**src/rtl/pipeline_hazard_ctrl.sv**
```systemverilog
// Pipeline sequencer for the 5-stage core: register enables, flushes, data-memory
// handshake with watchdog, and stall/flush performance counters.
module pipeline_hazard_ctrl #(
  parameter int unsigned MEM_TIMEOUT = 255,
  parameter int unsigned CNT_W       = 32
) (
  input  logic             clk,
  input  logic             reset,
  input  logic             MemRead_EX,
  input  logic [4:0]       RD_EX,
  input  logic [4:0]       RS_ID,
  input  logic [4:0]       RT_ID,
  input  logic             use_rs_ID,
  input  logic             use_rt_ID,
  input  logic             branch_taken_EX,
  input  logic             MemRead_MEM,
  input  logic             MemWrite_MEM,
  input  logic             dmem_ack,
  output logic             dmem_req,
  output logic             PC_write,
  output logic             IF_ID_write,
  output logic             ID_EX_write,
  output logic             EX_MEM_write,
  output logic             MEM_WB_write,
  output logic             IF_ID_flush,
  output logic             ID_EX_flush,
  output logic             mem_error,
  output logic [CNT_W-1:0] stall_cnt,
  output logic [CNT_W-1:0] flush_cnt
);

  typedef enum logic [1:0] {
    IDLE  = 2'd0,
    WAIT  = 2'd1,
    ERROR = 2'd2
  } state_t;

  localparam logic [16:0] TIMEOUT = 17'(MEM_TIMEOUT);

  state_t           state_r;
  state_t           state_nxt_s;
  logic [16:0]      wait_cnt_r;
  logic [16:0]      wait_cnt_nxt_s;
  logic [CNT_W-1:0] stall_cnt_r;
  logic [CNT_W-1:0] flush_cnt_r;

  logic mem_acc_s;
  logic load_use_s;
  logic mem_stall_s;
  logic req_s;
  logic err_s;
  logic active_s;
  logic lu_stall_s;
  logic br_flush_s;

  assign mem_acc_s  = MemRead_MEM | MemWrite_MEM;
  assign load_use_s = MemRead_EX & (RD_EX != 5'd0) &
                      ((use_rs_ID & (RS_ID == RD_EX)) | (use_rt_ID & (RT_ID == RD_EX)));

  // Memory handshake FSM next-state, wait counter and memory-stall decode.
  always_comb begin
    state_nxt_s    = state_r;
    wait_cnt_nxt_s = wait_cnt_r;
    mem_stall_s    = 1'b0;
    req_s          = 1'b0;
    err_s          = 1'b0;
    case (state_r)
      IDLE: begin
        req_s = mem_acc_s;
        if (mem_acc_s && !dmem_ack) begin
          // This cycle is already the first wait cycle.
          mem_stall_s    = 1'b1;
          wait_cnt_nxt_s = 17'd1;
          state_nxt_s    = (TIMEOUT == 17'd1) ? ERROR : WAIT;
        end else begin
          wait_cnt_nxt_s = 17'd0;
        end
      end
      WAIT: begin
        req_s = 1'b1;
        if (dmem_ack) begin
          state_nxt_s    = IDLE;
          wait_cnt_nxt_s = 17'd0;
        end else begin
          mem_stall_s    = 1'b1;
          wait_cnt_nxt_s = wait_cnt_r + 17'd1;
          if (wait_cnt_r + 17'd1 >= TIMEOUT) begin
            state_nxt_s = ERROR;
          end else begin
            state_nxt_s = WAIT;
          end
        end
      end
      ERROR: begin
        err_s = 1'b1;
      end
      default: begin
        state_nxt_s    = IDLE;
        wait_cnt_nxt_s = 17'd0;
      end
    endcase
  end

  assign active_s   = !reset && (state_r != ERROR);
  assign br_flush_s = active_s && !mem_stall_s && branch_taken_EX;
  assign lu_stall_s = active_s && !mem_stall_s && !branch_taken_EX && load_use_s;

  // Enable/flush priority: memory stall, then branch flush, then load-use bubble.
  always_comb begin
    dmem_req     = 1'b0;
    PC_write     = 1'b0;
    IF_ID_write  = 1'b0;
    ID_EX_write  = 1'b0;
    EX_MEM_write = 1'b0;
    MEM_WB_write = 1'b0;
    IF_ID_flush  = 1'b0;
    ID_EX_flush  = 1'b0;
    mem_error    = 1'b0;
    if (reset) begin
      dmem_req = 1'b0;
    end else if (!active_s) begin
      mem_error = err_s;
    end else if (mem_stall_s) begin
      dmem_req = req_s;
    end else if (branch_taken_EX) begin
      dmem_req     = req_s;
      PC_write     = 1'b1;
      IF_ID_write  = 1'b1;
      ID_EX_write  = 1'b1;
      EX_MEM_write = 1'b1;
      MEM_WB_write = 1'b1;
      IF_ID_flush  = 1'b1;
      ID_EX_flush  = 1'b1;
    end else if (load_use_s) begin
      dmem_req     = req_s;
      ID_EX_write  = 1'b1;
      EX_MEM_write = 1'b1;
      MEM_WB_write = 1'b1;
      ID_EX_flush  = 1'b1;
    end else begin
      dmem_req     = req_s;
      PC_write     = 1'b1;
      IF_ID_write  = 1'b1;
      ID_EX_write  = 1'b1;
      EX_MEM_write = 1'b1;
      MEM_WB_write = 1'b1;
    end
  end

  // State, wait counter and wrapping performance counters.
  always_ff @(posedge clk or posedge reset) begin
    if (reset) begin
      state_r     <= IDLE;
      wait_cnt_r  <= 17'd0;
      stall_cnt_r <= '0;
      flush_cnt_r <= '0;
    end else begin
      state_r    <= state_nxt_s;
      wait_cnt_r <= wait_cnt_nxt_s;
      if (mem_stall_s || lu_stall_s) begin
        stall_cnt_r <= stall_cnt_r + CNT_W'(1);
      end else begin
        stall_cnt_r <= stall_cnt_r;
      end
      if (br_flush_s) begin
        flush_cnt_r <= flush_cnt_r + CNT_W'(1);
      end else begin
        flush_cnt_r <= flush_cnt_r;
      end
    end
  end

  assign stall_cnt = stall_cnt_r;
  assign flush_cnt = flush_cnt_r;

endmodule

```
**config.mk**
```make
export PLATFORM = sky130hd
export DESIGN_NAME = pipeline_hazard_ctrl
export DESIGN_NICKNAME = d
export VERILOG_FILES = /design/src/rtl/pipeline_hazard_ctrl.sv
export SDC_FILE = /design/constraint.sdc
export NUM_CORES = 1
export LEC_CHECK = 0
export BUFFER_PORTS_ARGS = -buffer_cell sky130_fd_sc_hd__buf_2
export CORE_MARGIN = 10
export CORE_UTILIZATION = 54
export DETAILED_ROUTE_END_ITERATION = 10
export GPL_TIMING_DRIVEN = 0
export PLACE_DENSITY = 0.85
export RECOVER_POWER = 100
export SLEW_MARGIN = 20
export SYNTH_ARGS = -nofsm -noshare
export SYNTH_HDL_FRONTEND = slang
export SYNTH_SLANG_ARGS = --single-unit
```
**constraint.sdc**
```tcl
create_clock -name clk -period 3.6 [get_ports clk]
set_input_delay 0.54 -clock clk [delete_from_list [all_inputs] [get_ports clk]]
set_output_delay 0.54 -clock clk [all_outputs]
set_load 0.005 [all_outputs]
```
Word-level counts from Yosys, hierarchy flattened:

Index checks and enable logic that the tools add are counted.

* bitwise operators: 7
* mux-type cells: 33
* reduce and logical (&&, ||, !) cells: 14
* $lt $le $gt $ge: 1
* $add $sub $neg: 3
* equal/unequal tests: 6

Operators by type and width (count)
* adder 32 x 1 -> 32 bit, second input constant: 2
* case mux 17 bit (3 select lines): 1
* two-way mux 1 bit: 25
* adder 17 x 1 -> 17 bit, second input constant: 1
* greater-or-equal comparator 17 x 8 -> 1 bit, second input constant: 1
* two-way mux 17 bit: 1
* equality test 5 bit: 2
* logical AND 1 bit: 6
* two-way mux 2 bit: 3
* case mux 2 bit (3 select lines): 1
* nonzero test 5 bit: 1
* AND 1 bit: 4
* logical NOT 1 bit: 4
* inequality test 2 bit, second input constant: 2
* case mux 1 bit (2 select lines): 2
* equality test 2 x 1 -> 1 bit, second input constant: 1
* equality test 2 bit, second input constant: 1
* logical NOT 2 bit: 1
* bitwise OR 1 bit: 2
* AND reduction 2 bit: 1
* logical OR 1 bit: 1
* inverter 1 bit: 1

* register bits after elaboration: 83
* output and inout bits: 73
* word-level logic and storage cells: 68

Logic depth before layout (Yosys ltp):

* depth in word-level cells: 9
* mapped depth: 9
* mapped depth without buffers: 8

Worst setup path after synthesis:

No wires, ideal clock.

* kind: input-to-reg
* from: input port MemWrite_MEM
* to: register flush_cnt_r[25], in the netlist flush_cnt[25]
* arrival: 2.340 ns
* library setup time: 0.080 ns
* buffers on the path: 0
* setup slack: 1.180 ns
* data required time: 3.520 ns
* stages: 6
* cells stage by stage: or3_4 a2111oi_4 nand4_4 or3_4 nor2_2 xnor2_1

* word-level cells in the longest chain between the ends: 7

RTL lines
* start, declared: RTL line 17 `input logic MemWrite_MEM,`
* bitwise OR 1 bit: RTL line 56 `assign mem_acc_s = MemRead_MEM | MemWrite_MEM;`
* logical AND 1 bit: RTL line 70 `if (mem_acc_s && !dmem_ack) begin`
* two-way mux 1 bit: RTL line 70
* case mux 1 bit (2 select lines): RTL line 67 `case (state_r)`
* logical NOT 1 bit: RTL line 105 `assign br_flush_s = active_s && !mem_stall_s && branch_taken_EX;`
* logical AND 1 bit (2 in series): RTL line 105
* end signal, assigned: RTL line 166 `flush_cnt_r <= flush_cnt_r + CNT_W'(1);`
* end signal, assigned: RTL line 168 `flush_cnt_r <= flush_cnt_r;`
* end, declared: RTL line 45 `logic [CNT_W-1:0] flush_cnt_r;`

No other way between the ends.
A chain may end at the register's enable or synchronous reset.

Final worst setup path:

* from: register state_r[0]
* to: register flush_cnt_r[25], in the netlist flush_cnt[25]

* word-level cells in the longest chain between the ends: 5
* elaborated cells on any way between the ends: 8
* those cells by class: 2 x eq/ne; 1 x mux; 5 x reduce/logical

RTL lines
* start, declared: RTL line 40 `state_t state_r;`
* start signal, assigned: RTL line 158 `state_r <= state_nxt_s;`
* equality test 2 x 1 -> 1 bit or logical NOT 2 bit (tied branches): RTL line 67
* case mux 1 bit (2 select lines): RTL line 67
* logical NOT 1 bit: RTL line 105
* logical AND 1 bit (*) (2 in series): RTL line 105

Mark *: on every way between the ends. The rest lies on a longest branch, timed or not.

==> flow_metrics.tcl <==
set metrics [dict create \
    outcome "complete, but fails checks" \
    violations "capacitance limit, slew limit" \
    synth_area_sq_um 4309 \
    cts_max_level 3 \
    cp_max_fo 9 \
    grt_pass1_vias 3724 \
    power_frac_seq_pct 51.5 \
    finalClockSkew_ns 0.01039 \
    postPlaceCellArea_sq_um 4940 \
    drive_gt1_share_pct 10.83 \
    p_leak_uw 0.002188 \
    hold_violations 0 \
    yosysSeqAreaShare_pct 48.20 \
    critPathTopFamily "simple AND/OR/NAND/NOR gates" \
    wirelength_mm 10.39 \
    core.rowCount 32 \
    finalCriticalPeriod_ns 2.958 \
    dr.pass1.iters 4 \
    yosys_warnings 0 \
    grt_pass1_wl_mm 17.29 \
    finalSetupViolCount 0 \
    power_uw 2185 \
    cp.required_ns 3.89 \
    rr_startpoint "state_r[0]$_DFFE_PP0P_" \
    cts-hold-fix-buffers 0 \
    power_density_nw_per_um2 436.1 \
    final_common_cell "dfrtp_1" \
    rsz0062_at_grt "no" \
    cp-startpoint "state_r[0]$_DFFE_PP0P_" \
    numCtsBuffers 9 \
    post_cts_resized 0 \
    crit_top_cell "or3_1" \
    clock_sinks 83 \
    slew_violations 41 \
    clkTransAtPathRegs_ns 0.09 \
    wl_met1_mm 4.256 \
    dieArea_sq_um 11950 \
    worst-setup-path-type "reg -> reg" \
    cts_buffer_depth 2 \
    max_clock_freq_mhz 338.0 \
    yosys-top-cells-area "dfrtp_1 (48%), xnor2_1 (8.5%), xor2_1 (7.7%), nand4_1 (3.9%), nand2_1 (3.6%)" \
    route.met3.wl_um 935 \
    postRouteAntennaNets 0 \
    dpl_worst_slack_ns 0.7782 \
    place.gp.congestion 0.8508 \
    r2r_end "flush_cnt[25]$_DFFE_PP0P_" \
    grt_usage_pct 17.64 \
    path_depth 7 \
    crit_chain "clkbuf_1, or3_1, a2111oi_4, nand4_1, or3_1, nor2_1, xnor2_1" \
    clockPowerShare_pct 31.9 \
    timing.final.ws_setup_ns 0.6416 \
    syn_nets 460 \
    grt_overflow 0 \
    period_share_pct 82.18 \
    syn_avg_cell_area_sq_um 9.975 \
    slowest_stage "a2111oi_4" \
    grt_max_degree 45 \
    r2r_setup_slack_ns 0.64 \
    net-switching-power_uw 678.5 \
    hpwl_mm 7.787 \
    antenna_found_initial 0 \
    routedWlPerCell_um 16.06 \
    cap_violations 1 \
    routed.top_layer "met4" \
    ys_ff_latch 83 \
    fin_nets 568 \
    swShare_pct 31.06 \
    chipHeight_um 109.3 \
    core_area_sq_um 7727 \
    die_width_um 109.3 \
    synth_top_area_cell "dfrtp_1" \
    power_frac_comb_pct 16.5 \
    ff2ff_path_depth 7 \
    cts_setup_buffers 0 \
    final_cell_mix "dfrtp_1 (83), clkbuf_1 (82), xnor2_1 (42)" \
    endpoint_kind "flip-flop" \
    fin_area_sq_um 5010 \
    max_slew_margin_pct -18.05 \
    yosysTopAreaCellShare_pct 48.20 \
    dr.first_iter.drc_count 230 \
    synthToLayoutAreaGrowth_pct 16.26 \
    start_util_pct 55.76 \
    clkLatencyLatePin_ns 0.36 \
    viasPerCell 5.669 \
    diodes 0 \
    slowest_delay_ns 0.69 \
    ctsRootBufferMaster "clkbuf_8" \
    intPower_uw 1506 \
    yosysUniqueCellTypes 47 \
    worstSetupStartpointType "flip-flop" \
    synth_cells 432 \
    min_path_type "reg -> reg" \
    portBuffers 96 \
    critical_path_buf_inv_count 1 \
    cp-endpoint "flush_cnt[25]$_DFFE_PP0P_" \
    worst_pin_slew_ns 1.761 \
    worst_ep_arrival_time_ns 3.24 \
    drc_errors 0 \
    cts_tree "done" \
    max-vdd-ir-drop_uv 327.3 \
    pin_count 97 \
    wl_met2_mm 5.064 \
    via_count 3668 \
]
-- per-stage QoR --
stage	util (%)	instances	setup TNS [ns]	hold slack [ns]
finish	64.83	647	0	0.4779
global route	64.83	647	0	0.5003
CTS	66.63	647	0	0.2784
detailed placement	63.92	631	0	0.4569
global placement	63.63	630	-4.125	0.4539
floorplan	-	432	0	0.4647
-- cells in the mapped netlist (all sizes together) --
master / n
dfrtp: 83
xnor2: 42
nand2: 41
xor2: 38
nand4: 28
o21ai: 25
nand3: 23
nor2: 21
nor3: 19
clkbuf: 17
nor4: 13
and3: 9
inv: 9
buf: 6
nor4b: 5
or3: 5
a21oi: 4
and4: 4
ha: 4
nand2b: 4
a31oi: 3
o41ai: 3
and2: 2
mux2: 2
nor3b: 2
o21a: 2
o22ai: 2
o31ai: 2
or4: 2
a2111oi: 1
a211o: 1
a21o: 1
a22o: 1
a22oi: 1
a311o: 1
and2b: 1
mux2i: 1
nor2b: 1
o211ai: 1
o32ai: 1
or2: 1
-- flip-flops by register name (all words and copies together) (netlist names) --
| register | cells |
|---|---|
| state_r | 2 |
| stall_cnt | 32 |
| flush_cnt | 32 |
| wait_cnt_r | 17 |
-- cell families (layout without fill, tap and decap cells) --
family          count (synthesis)  after routing  synth area share, %
buf+inv                        32            145                3.281
compound gates                 49             49                7.405
fa+ha+maj                       4              4                1.161
flops                          83             83                48.20
mux                             3              3               0.7549
simple gates                  181            181                22.94
xor+xnor                       80             80                16.26
-- power groups by stage --
| stage | clock, uW | sequential (uW) | combinational, uW |
|---|---|---|---|
| after detailed placement | 0 | 1140 | 393 |
| final | 698 | 1130 | 361 |
| after global placement | 0 | 1140 | 373 |
| after CTS | 713 | 1130 | 396 |
| after global routing | 755 | 1140 | 403 |
| after floorplan | 0 | 1130 | 206 |
-- area by class of cell --
class                   instances  area, sq um
clock inverters                 6        71.32
repair buffers                 97        407.9
plain buffers                  23        97.59
well taps                     102        127.6
clock buffers                  10        137.6
inverters                       9        35.03
multi-input cells             317         2056
flip-flops and latches         83         2077
fillers                       634         2718
-- worst min-delay path by stage --
stage                                          from                         to  slack, ns  cells past startpoint
final                     flush_cnt[31]$_DFFE_PP0P_  flush_cnt[31]$_DFFE_PP0P_       0.48                      1
after global routing      stall_cnt[31]$_DFFE_PP0P_  stall_cnt[31]$_DFFE_PP0P_       0.50                      1
after CTS                                     reset  stall_cnt[29]$_DFFE_PP0P_       0.28                      2
after detailed placement  stall_cnt[31]$_DFFE_PP0P_  stall_cnt[31]$_DFFE_PP0P_       0.46                      1
after global placement    stall_cnt[31]$_DFFE_PP0P_  stall_cnt[31]$_DFFE_PP0P_       0.45                      1
after floorplan           stall_cnt[31]$_DFFE_PP0P_  stall_cnt[31]$_DFFE_PP0P_       0.46                      1
-- worst register-to-register path: cells and delay by family (launching register included) --
family,cells,cell delay (ns)
simple gates,4,1.52
flops,1,0.37
compound gates,1,0.69
xor+xnor,1,0.13
buf+inv,1,0.18
-- routing by layer --
metal	track usage [%]	up-vias
met2	29.00	146
met3	7.022	15
met4	5.112	0
li1	-	1739
met5	0	-
met1	20.93	1768
Note: power is estimated with default switching activity, not from simulation.
